==> src/rtl/mmio_timer_uart_port_if.sv <==
// rtl/mmio_timer_uart_port_if.sv - data-bus and TX byte-stream bundle for mmio_timer_uart_port
interface mmio_timer_uart_port_if;
    logic [31:0] bus_addr;
    logic [31:0] bus_wr_data;
    logic        bus_wr_en;
    logic [31:0] bus_rd_data;
    logic [7:0]  tx_data;
    logic        tx_valid;
    logic        tx_ready;

    modport master (
        output bus_addr, bus_wr_data, bus_wr_en, tx_ready,
        input  bus_rd_data, tx_data, tx_valid
    );

    modport slave (
        input  bus_addr, bus_wr_data, bus_wr_en, tx_ready,
        output bus_rd_data, tx_data, tx_valid
    );
endinterface

==> src/rtl/mmio_timer_uart_port.sv <==
// rtl/mmio_timer_uart_port.sv - MMIO cycle counter, compare timer with irq, and TX byte FIFO
// Optional TXDROP counter at offset 6 is built when MMIO_TX_DROP_CNT_EN is defined.
module mmio_timer_uart_port #(
    parameter logic [31:0] BASE_ADDR  = 32'h8000_0000,
    parameter int          FIFO_DEPTH = 16
) (
    input  logic                   clk,
    input  logic                   reset,
    mmio_timer_uart_port_if.slave  bus,
    output logic                   irq
);
    localparam int PTR_W = $clog2(FIFO_DEPTH);
    localparam int CNT_W = PTR_W + 1;

    localparam logic [2:0] OFF_CYCLE  = 3'd0;
    localparam logic [2:0] OFF_TCMP   = 3'd1;
    localparam logic [2:0] OFF_TCTRL  = 3'd2;
    localparam logic [2:0] OFF_TCNT   = 3'd3;
    localparam logic [2:0] OFF_TXDATA = 3'd4;
    localparam logic [2:0] OFF_TXSTAT = 3'd5;
    localparam logic [2:0] OFF_TXDROP = 3'd6;

    logic        hit, wr;
    logic [2:0]  off;
    logic        unused_addr_lsb;

    assign hit             = (bus.bus_addr[31:5] == BASE_ADDR[31:5]);
    assign off             = bus.bus_addr[4:2];
    assign wr              = bus.bus_wr_en & hit;
    assign unused_addr_lsb = ^bus.bus_addr[1:0];

    logic [31:0] cycle_q, cycle_d, tcmp_q, tcmp_d, tcnt_q, tcnt_d;
    logic        ten_q, ten_d, ien_q, ien_d, pend_q, pend_d, irq_q, irq_d;
    logic        match;

    logic [7:0]       mem_q [FIFO_DEPTH];
    logic [7:0]       mem_d [FIFO_DEPTH];
    logic [PTR_W-1:0] wr_ptr_q, wr_ptr_d, rd_ptr_q, rd_ptr_d;
    logic [CNT_W-1:0] count_q, count_d;
    logic             full, empty, pop, push_req, push_ok;

    assign match    = ten_q && (tcnt_q == tcmp_q);
    assign full     = (count_q == CNT_W'(FIFO_DEPTH));
    assign empty    = (count_q == '0);
    assign pop      = !empty && bus.tx_ready;
    assign push_req = wr && (off == OFF_TXDATA);
    // A full FIFO still takes a push when the head leaves on the same edge.
    assign push_ok  = push_req && (!full || pop);

    assign bus.tx_valid = !empty;
    assign bus.tx_data  = empty ? 8'h00 : mem_q[rd_ptr_q];
    assign irq          = irq_q;

    always_comb begin
        cycle_d = cycle_q + 32'd1;
        tcmp_d  = tcmp_q;
        ten_d   = ten_q;
        ien_d   = ien_q;
        pend_d  = pend_q;
        tcnt_d  = tcnt_q;
        if (wr && off == OFF_TCMP) tcmp_d = bus.bus_wr_data;
        if (wr && off == OFF_TCTRL) begin
            ten_d = bus.bus_wr_data[0];
            ien_d = bus.bus_wr_data[1];
            if (bus.bus_wr_data[2]) pend_d = 1'b0;
        end
        // Match sets PEND after the W1C so a same-cycle clear loses.
        if (match) pend_d = 1'b1;
        if (wr && off == OFF_TCNT) tcnt_d = bus.bus_wr_data;
        else if (match)            tcnt_d = 32'd0;
        else if (ten_q)            tcnt_d = tcnt_q + 32'd1;
        irq_d = pend_q & ien_q;
    end

    always_comb begin
        mem_d    = mem_q;
        wr_ptr_d = wr_ptr_q;
        rd_ptr_d = rd_ptr_q;
        count_d  = count_q;
        if (push_ok) begin
            mem_d[wr_ptr_q] = bus.bus_wr_data[7:0];
            wr_ptr_d        = wr_ptr_q + 1'b1;
        end
        if (pop) rd_ptr_d = rd_ptr_q + 1'b1;
        case ({push_ok, pop})
            2'b10:   count_d = count_q + 1'b1;
            2'b01:   count_d = count_q - 1'b1;
            default: count_d = count_q;
        endcase
    end

`ifdef MMIO_TX_DROP_CNT_EN
    logic [15:0] drop_cnt_q, drop_cnt_d;

    always_comb begin
        drop_cnt_d = drop_cnt_q;
        if (wr && off == OFF_TXDROP)                  drop_cnt_d = 16'd0;
        else if (push_req && !push_ok && drop_cnt_q != 16'hFFFF) drop_cnt_d = drop_cnt_q + 16'd1;
    end

    always_ff @(posedge clk) begin
        if (reset) drop_cnt_q <= 16'd0;
        else       drop_cnt_q <= drop_cnt_d;
    end
`endif

    always_comb begin
        bus.bus_rd_data = 32'd0;
        if (hit) begin
            case (off)
                OFF_CYCLE:  bus.bus_rd_data = cycle_q;
                OFF_TCMP:   bus.bus_rd_data = tcmp_q;
                OFF_TCTRL:  bus.bus_rd_data = {29'd0, pend_q, ien_q, ten_q};
                OFF_TCNT:   bus.bus_rd_data = tcnt_q;
                OFF_TXSTAT: bus.bus_rd_data = {21'd0, empty, full, 9'(count_q)};
`ifdef MMIO_TX_DROP_CNT_EN
                OFF_TXDROP: bus.bus_rd_data = {16'd0, drop_cnt_q};
`endif
                default:    bus.bus_rd_data = 32'd0;
            endcase
        end
    end

    always_ff @(posedge clk) begin
        if (reset) begin
            cycle_q  <= 32'd0;
            tcmp_q   <= 32'd0;
            ten_q    <= 1'b0;
            ien_q    <= 1'b0;
            pend_q   <= 1'b0;
            tcnt_q   <= 32'd0;
            irq_q    <= 1'b0;
            wr_ptr_q <= '0;
            rd_ptr_q <= '0;
            count_q  <= '0;
        end else begin
            cycle_q  <= cycle_d;
            tcmp_q   <= tcmp_d;
            ten_q    <= ten_d;
            ien_q    <= ien_d;
            pend_q   <= pend_d;
            tcnt_q   <= tcnt_d;
            irq_q    <= irq_d;
            wr_ptr_q <= wr_ptr_d;
            rd_ptr_q <= rd_ptr_d;
            count_q  <= count_d;
        end
    end

    // Storage needs no reset: occupancy gates everything that reads it.
    always_ff @(posedge clk) begin
        mem_q <= mem_d;
    end
endmodule

==> src/flat_wrapper.sv <==
// flat-port wrapper written by rule: the top's interface ports become plain ports
module mmio_timer_uart_port_flat 
#(
    parameter logic [31:0] BASE_ADDR  = 32'h8000_0000,
    parameter int          FIFO_DEPTH = 16
)
  (clk, reset, irq, bus_bus_addr, bus_bus_wr_data, bus_bus_wr_en, bus_tx_ready, bus_bus_rd_data, bus_tx_data, bus_tx_valid);
  mmio_timer_uart_port_if bus_i ();
  input  logic clk;
  input  logic reset;
  output logic irq;
  input wire logic [$bits(bus_i.bus_addr)-1:0] bus_bus_addr;
  input wire logic [$bits(bus_i.bus_wr_data)-1:0] bus_bus_wr_data;
  input wire logic [$bits(bus_i.bus_wr_en)-1:0] bus_bus_wr_en;
  input wire logic [$bits(bus_i.tx_ready)-1:0] bus_tx_ready;
  output wire logic [$bits(bus_i.bus_rd_data)-1:0] bus_bus_rd_data;
  output wire logic [$bits(bus_i.tx_data)-1:0] bus_tx_data;
  output wire logic [$bits(bus_i.tx_valid)-1:0] bus_tx_valid;
  assign bus_i.bus_addr = bus_bus_addr;
  assign bus_i.bus_wr_data = bus_bus_wr_data;
  assign bus_i.bus_wr_en = bus_bus_wr_en;
  assign bus_i.tx_ready = bus_tx_ready;
  assign bus_bus_rd_data = bus_i.bus_rd_data;
  assign bus_tx_data = bus_i.tx_data;
  assign bus_tx_valid = bus_i.tx_valid;
  mmio_timer_uart_port #(.BASE_ADDR(BASE_ADDR), .FIFO_DEPTH(FIFO_DEPTH)) u_core (.clk(clk), .reset(reset), .bus(bus_i), .irq(irq));
endmodule
==> config.mk <==
export PLATFORM = sky130hd
export DESIGN_NAME = mmio_timer_uart_port_flat
export DESIGN_NICKNAME = d
export VERILOG_FILES = /design/src/rtl/mmio_timer_uart_port_if.sv /design/src/rtl/mmio_timer_uart_port.sv /design/src/flat_wrapper.sv
export SDC_FILE = /design/constraint.sdc
export NUM_CORES = 1
export LEC_CHECK = 0
export BUFFER_PORTS_ARGS = -buffer_cell sky130_fd_sc_hd__buf_2
export CAP_MARGIN = 10
export CORE_ASPECT_RATIO = 1.75
export CORE_UTILIZATION = 40
export DETAILED_ROUTE_END_ITERATION = 12
export HOLD_SLACK_MARGIN = 0.03
export SYNTH_ARGS = -nofsm -noshare
export SYNTH_HDL_FRONTEND = slang
export SYNTH_SLANG_ARGS = --single-unit
==> constraint.sdc <==
create_clock -name clk -period 9.25 [get_ports clk]
set_input_delay 0.4625 -clock clk [delete_from_list [all_inputs] [get_ports clk]]
set_output_delay 0.4625 -clock clk [all_outputs]
set_load 0.01 [all_outputs]
# Word-level counts from Yosys, hierarchy flattened
# Index checks and enable logic that the tools add are counted.
# totals
in_bits,68
wordCells,83
reg_bits,241
# classes
bitwise,4
n_eq_ne,10
reduce_logical,18
order_cmp,3
n_addsub,6
n_mux,16
# op_table
cell,n
$pmux W32 S5,1
$bwmux W128,1
$mux W32,4
$add A32 B1 Y32 const B,2
$bmux W8 S4,1
$demux W8 S4,1
$eq A32 B32 Y1,1
$mux W8,4
$eq A27 B27 Y1 const B,1
$ge A5 B5 Y1 const B,2
$not A4 Y5,2
$pmux W5 S2,1
$add A4 B1 Y4 const B,2
$logic_and A1 B1 Y1,8
$eq A3 B2 Y1 const B,2
$eq A3 B3 Y1 const B,2
$reduce_bool A2 Y1,3
$add A5 B1 Y5 const B,1
$eq A5 B5 Y1 const B,1
$logic_not A5 Y1,1
$lt A5 B1 Y1 const B,1
$sub A5 B1 Y5 const B,1
$eq A3 B1 Y1 const B,1
$logic_not A3 Y1,1
other kinds (8),12

# Logic depth before layout (Yosys ltp)
# logic_depth
ltp_word,7
mapped_depth,13
ltp_nobuf,12

# Least setup slack after synthesis
# Ideal clock, no wire load.
# synth_path
path_kind,input-to-reg
from,input port bus_bus_addr[4]
to,register u_core.count_q[4]
stages,13
setup_time_ns,0.132
arrival_ns,3.036
required_time_ns,9.118
path_buffers,1
slack_ns,6.082
cell_sequence,clkbuf_1 nor2b_1 o311ai_0 nor3_2 inv_1 ha_1 xor2_1 ha_1 a21oi_1 o22ai_1 a222oi_1 or3_1 a21oi_1
# synth_between
elab_chain_len,5
elab_cells_between_ends,7
classes_between,eq/ne: 3; mux: 1; reduce/logical: 3
# synth_lines
element,line_no,text
from (decl),flat_wrapper.sv:12,input wire logic [$bits(bus_i.bus_addr)-1:0] bus_bus_addr;
$eq A3 B3 Y1 (*),mmio_timer_uart_port.sv:46,assign push_req = wr && (off == OFF_TXDATA);
$logic_and A1 B1 Y1 (*),mmio_timer_uart_port.sv:46,
$logic_and A1 B1 Y1 (*),mmio_timer_uart_port.sv:48,assign push_ok = push_req && (!full || pop);
$eq A2 B1 Y1 or $eq A2 B2 Y1 (tied branches),mmio_timer_uart_port.sv:85,"case ({push_ok, pop})"
$pmux W5 S2 or $reduce_bool A2 Y1 (tied branches),n/a,
to (signal assigned),mmio_timer_uart_port.sv:146,count_q <= count_d;
to (decl),mmio_timer_uart_port.sv:39,"logic [CNT_W-1:0] count_q, count_d;"
# Every way passes the cells marked *; elsewhere a longest branch is shown, timed or not.
# A chain may end at the register's enable or synchronous reset.

# Worst setup path in the final report
# layout_path
from,register u_core.count_q[0]
to,register u_core.count_q[4]
# layout_between
elab_chain_len,7
elab_cells_between_ends,13
classes_between,add/sub: 2; eq/ne: 3; mux: 1; reduce/logical: 7
# layout_lines
element,line_no,text
$logic_not A5 Y1,mmio_timer_uart_port.sv:44,assign empty = (count_q == '0);
$logic_not A1 Y1,mmio_timer_uart_port.sv:45,assign pop = !empty && bus.tx_ready;
$logic_and A1 B1 Y1,mmio_timer_uart_port.sv:45,
$logic_or A1 B1 Y1,mmio_timer_uart_port.sv:48,
$logic_and A1 B1 Y1,mmio_timer_uart_port.sv:48,
$eq A2 B1 Y1 or $eq A2 B2 Y1 (tied branches),mmio_timer_uart_port.sv:85,
$pmux W5 S2 or $reduce_bool A2 Y1 (tied branches),n/a,
# Several ways; a longest one is shown, not always the timed one.

==> results_dict.tcl <==
set metrics [dict create \
    crit_slowest_cell "nor2_1" \
    routedWlPerCell_um 20.6 \
    yosysSeqAreaShare_pct 51.6 \
    tightest_slew_ns 1.04 \
    leakage_uw 0.00485 \
    grt_max_degree 92 \
    synth_cells 1104 \
    grt_overflow 0 \
    numCtsBuffers 23 \
    drtIter0Drc 530 \
    critPathArrivalTime_ns 4.13 \
    ant_nets 0 \
    worstSetupPathType "register to register" \
    clock_skew_ns 0.0108 \
    ys.flop_type "edfxtp_1" \
    fp.dieH_um 229 \
    yosysTopAreaCellShare_pct 32.5 \
    peakVddDrop_mv 0.130 \
    layout_common_cells "138 x nor2_1, 128 x edfxtp_1, 120 x nand2_1" \
    area_growth_pct 13.6 \
    relSlewSlack_pct 30.4 \
    required_ns 9.61 \
    synth-seq-cells 241 \
    hold_violations 0 \
    antenna_cells 0 \
    h-tree-depth 1 \
    grt_pass1_wl_um 49300 \
    worst_setup_path_end_kind "register" \
    drc 0 \
    hold_slack_ns 0.151 \
    critPathMaxFanout 11 \
    final_area_um2 13400 \
    status "finished, final reports clean" \
    yosysTopAreaCell "edfxtp_1" \
    power_uw 2220 \
    portBuffers 107 \
    fin_setup_tns_ns 0 \
    io_pins 110 \
    core_um2 28800 \
    syn-num-nets 1182 \
    synth_warnings 0 \
    num_vias 8624 \
    crit_chain "or4_1 -> nor2_1 -> nor2b_1 -> ha_1 -> xor2_1 -> ha_1 -> a21oi_1 -> o22ai_1 -> a222oi_1 -> or3_1 -> a21oi_1" \
    cts_sinks 241 \
    yosysUniqueCellTypes 59 \
    async_flop_share_pct 0 \
    antenna_found_initial 0 \
    fin_crit_sh_pct 40.7 \
    clock_path_buffers 3 \
    synthTopCellsByArea "edfxtp_1 33%, dfxtp_1 19%, mux4_2 7.6%, xor2_1 5.0%, nor2_1 4.4%" \
    rsz0062_at_grt "no" \
    drive_gt1_share_pct 18.5 \
    drv_slew 0 \
    power-per-cell-area_nw_per_um2 165 \
    grt_use_total_pct 21.4 \
    gp_congestion 0.819 \
    grt_pass1_vias 8460 \
    wl_um 32200 \
    final_common_cell "nor2_1" \
    crit_path_start_kind "register" \
    critPathMaxStageDelay_ns 0.65 \
    clk_pin_slew_worst_paths_ns 0.06 \
    max_freq_ghz 0.266 \
    avgSynthCellArea_um2 10.7 \
    hold_buffers 0 \
    cap_viol_max_count 0 \
    rows 82 \
    fill_cells 2643 \
    cts_resized 0 \
    post_dp_cell_area_um2 12600 \
    cts_setup_buffers 0 \
    synth_edf_count 128 \
    fin_crit_ns 3.77 \
    dr.pass1.iters 7 \
    holdCritPathClass "primary input to register" \
    clk_latency_ns 0.52 \
    setup-violations-final 0 \
    synth_area_um2 11800 \
    viasPerCell 5.51 \
    clockRootBuffer "clkbuf_16" \
    dieArea_um2 30300 \
    layout.nets 1249 \
    hpwl_um 22500 \
    initial_core_util_pct 41.0 \
    cts_tree "yes" \
    fp.dieW_um 132 \
]
[cell usage after synthesis (2+ instances only)]
cell / count
buf_1: 8
o21a_1: 3
nand4_1: 26
a211oi_1: 13
o21ai_0: 10
or3b_1: 3
clkbuf_1: 53
nor4_2: 3
nand3_1: 23
buf_2: 15
nor4_1: 18
nor3_1: 22
ha_1: 10
edfxtp_1: 128
nor2b_1: 15
nand4_2: 2
dfxtp_1: 113
nor4_4: 4
nor3_2: 3
a21o_1: 9
a211o_1: 2
o21bai_1: 3
o21bai_2: 4
and4_1: 6
or3_1: 17
xor2_1: 67
or2_1: 6
nand4b_1: 2
a31oi_1: 8
nor2_1: 138
and2_1: 4
inv_1: 8
or4_1: 2
and3_1: 11
mux2i_1: 41
or3b_2: 2
mux4_2: 40
nand2_1: 120
xnor2_1: 24
a21oi_1: 91
nand2b_1: 9
[stage by stage]
stage / worst slack (ns) / instances / util, %
floorplan: 6.08 / 1104 / -
global placement: 5.37 / 1524 / 43.8
detailed placement: 5.30 / 1524 / 43.8
CTS: 5.44 / 1566 / 46.6
global route: 5.13 / 1566 / 46.6
finish: 5.48 / 1566 / 46.6
[registers in the layout, summed over array words and instances (netlist names)]
register / cells
u_core.mem_q: 128
u_core.cycle_q: 32
u_core.tcmp_q: 32
u_core.tcnt_q: 32
u_core.count_q: 5
u_core.rd_ptr_q: 4
u_core.wr_ptr_q: 4
u_core.ien_q: 1
u_core.irq: 1
u_core.pend_q: 1
u_core.ten_q: 1
[kinds of logic after synthesis]
logic type	after synthesis	share of synthesized area [%]
mux	81	11.1
flops	241	51.6
compound gates	150	7.50
simple gates	445	19.0
buf+inv	86	2.98
xor+xnor	91	6.74
fa+ha+maj	10	1.06
[report_power, final]
part | switching (uW) | internal (uW)
Clock | 414 | 582
Combinational | 53.1 | 28.6
Sequential | 11.6 | 1130
[worst paths after layout]
check | startpoint | endpoint | slack [ns] | cells after the start
worst max register to register | u_core.count_q[0]$_SDFFE_PP0P_ | u_core.count_q[4]$_SDFFE_PP0P_ | 5.48 | 11
worst min-delay path | bus_bus_wr_data[24] | u_core.tcnt_q[24]$_SDFFE_PP0P_ | 0.15 | 2
worst max-delay path | u_core.count_q[0]$_SDFFE_PP0P_ | u_core.count_q[4]$_SDFFE_PP0P_ | 5.48 | 11
worst min register to register | u_core.tcmp_q[6]$_SDFFE_PP0P_ | u_core.tcmp_q[6]$_SDFFE_PP0P_ | 0.49 | 2
[layer usage]
| layer | up-vias | share of wire [%] | wire [um] | track usage (%) |
|---|---|---|---|---|
| li1 | 4123 | - | - | - |
| met1 | 4185 | 37 | 12100 | 23.5 |
| met2 | 245 | 53 | 17100 | 39.5 |
| met3 | 71 | 3.7 | 1190 | 2.10 |
| met4 | 0 | 5.6 | 1800 | 12.4 |
| met5 | - | 0 | 0 | 0 |
[final cells by class]
class / count / area, um2 / area share (%)
sequential: 241 / 6110 / 45.5
multi-input combinational: 777 / 5390 / 40.2
timing repair buffer: 120 / 636 / 4.73
clock buffer: 28 / 604 / 4.50
tap: 378 / 473 / 3.52
clock inverter: 14 / 188 / 1.40
inverter: 8 / 30.0 / 0.224
[critical path: cells and delay by family (launching register included)]
| family | cells | cell delay (ns) |
|---|---|---|
| simple gates | 4 | 1.66 |
| flops | 1 | 0.39 |
| compound gates | 4 | 0.86 |
| xor+xnor | 1 | 0.17 |
| fa+ha+maj | 2 | 0.53 |
Power figures use the tool's default switching activity.
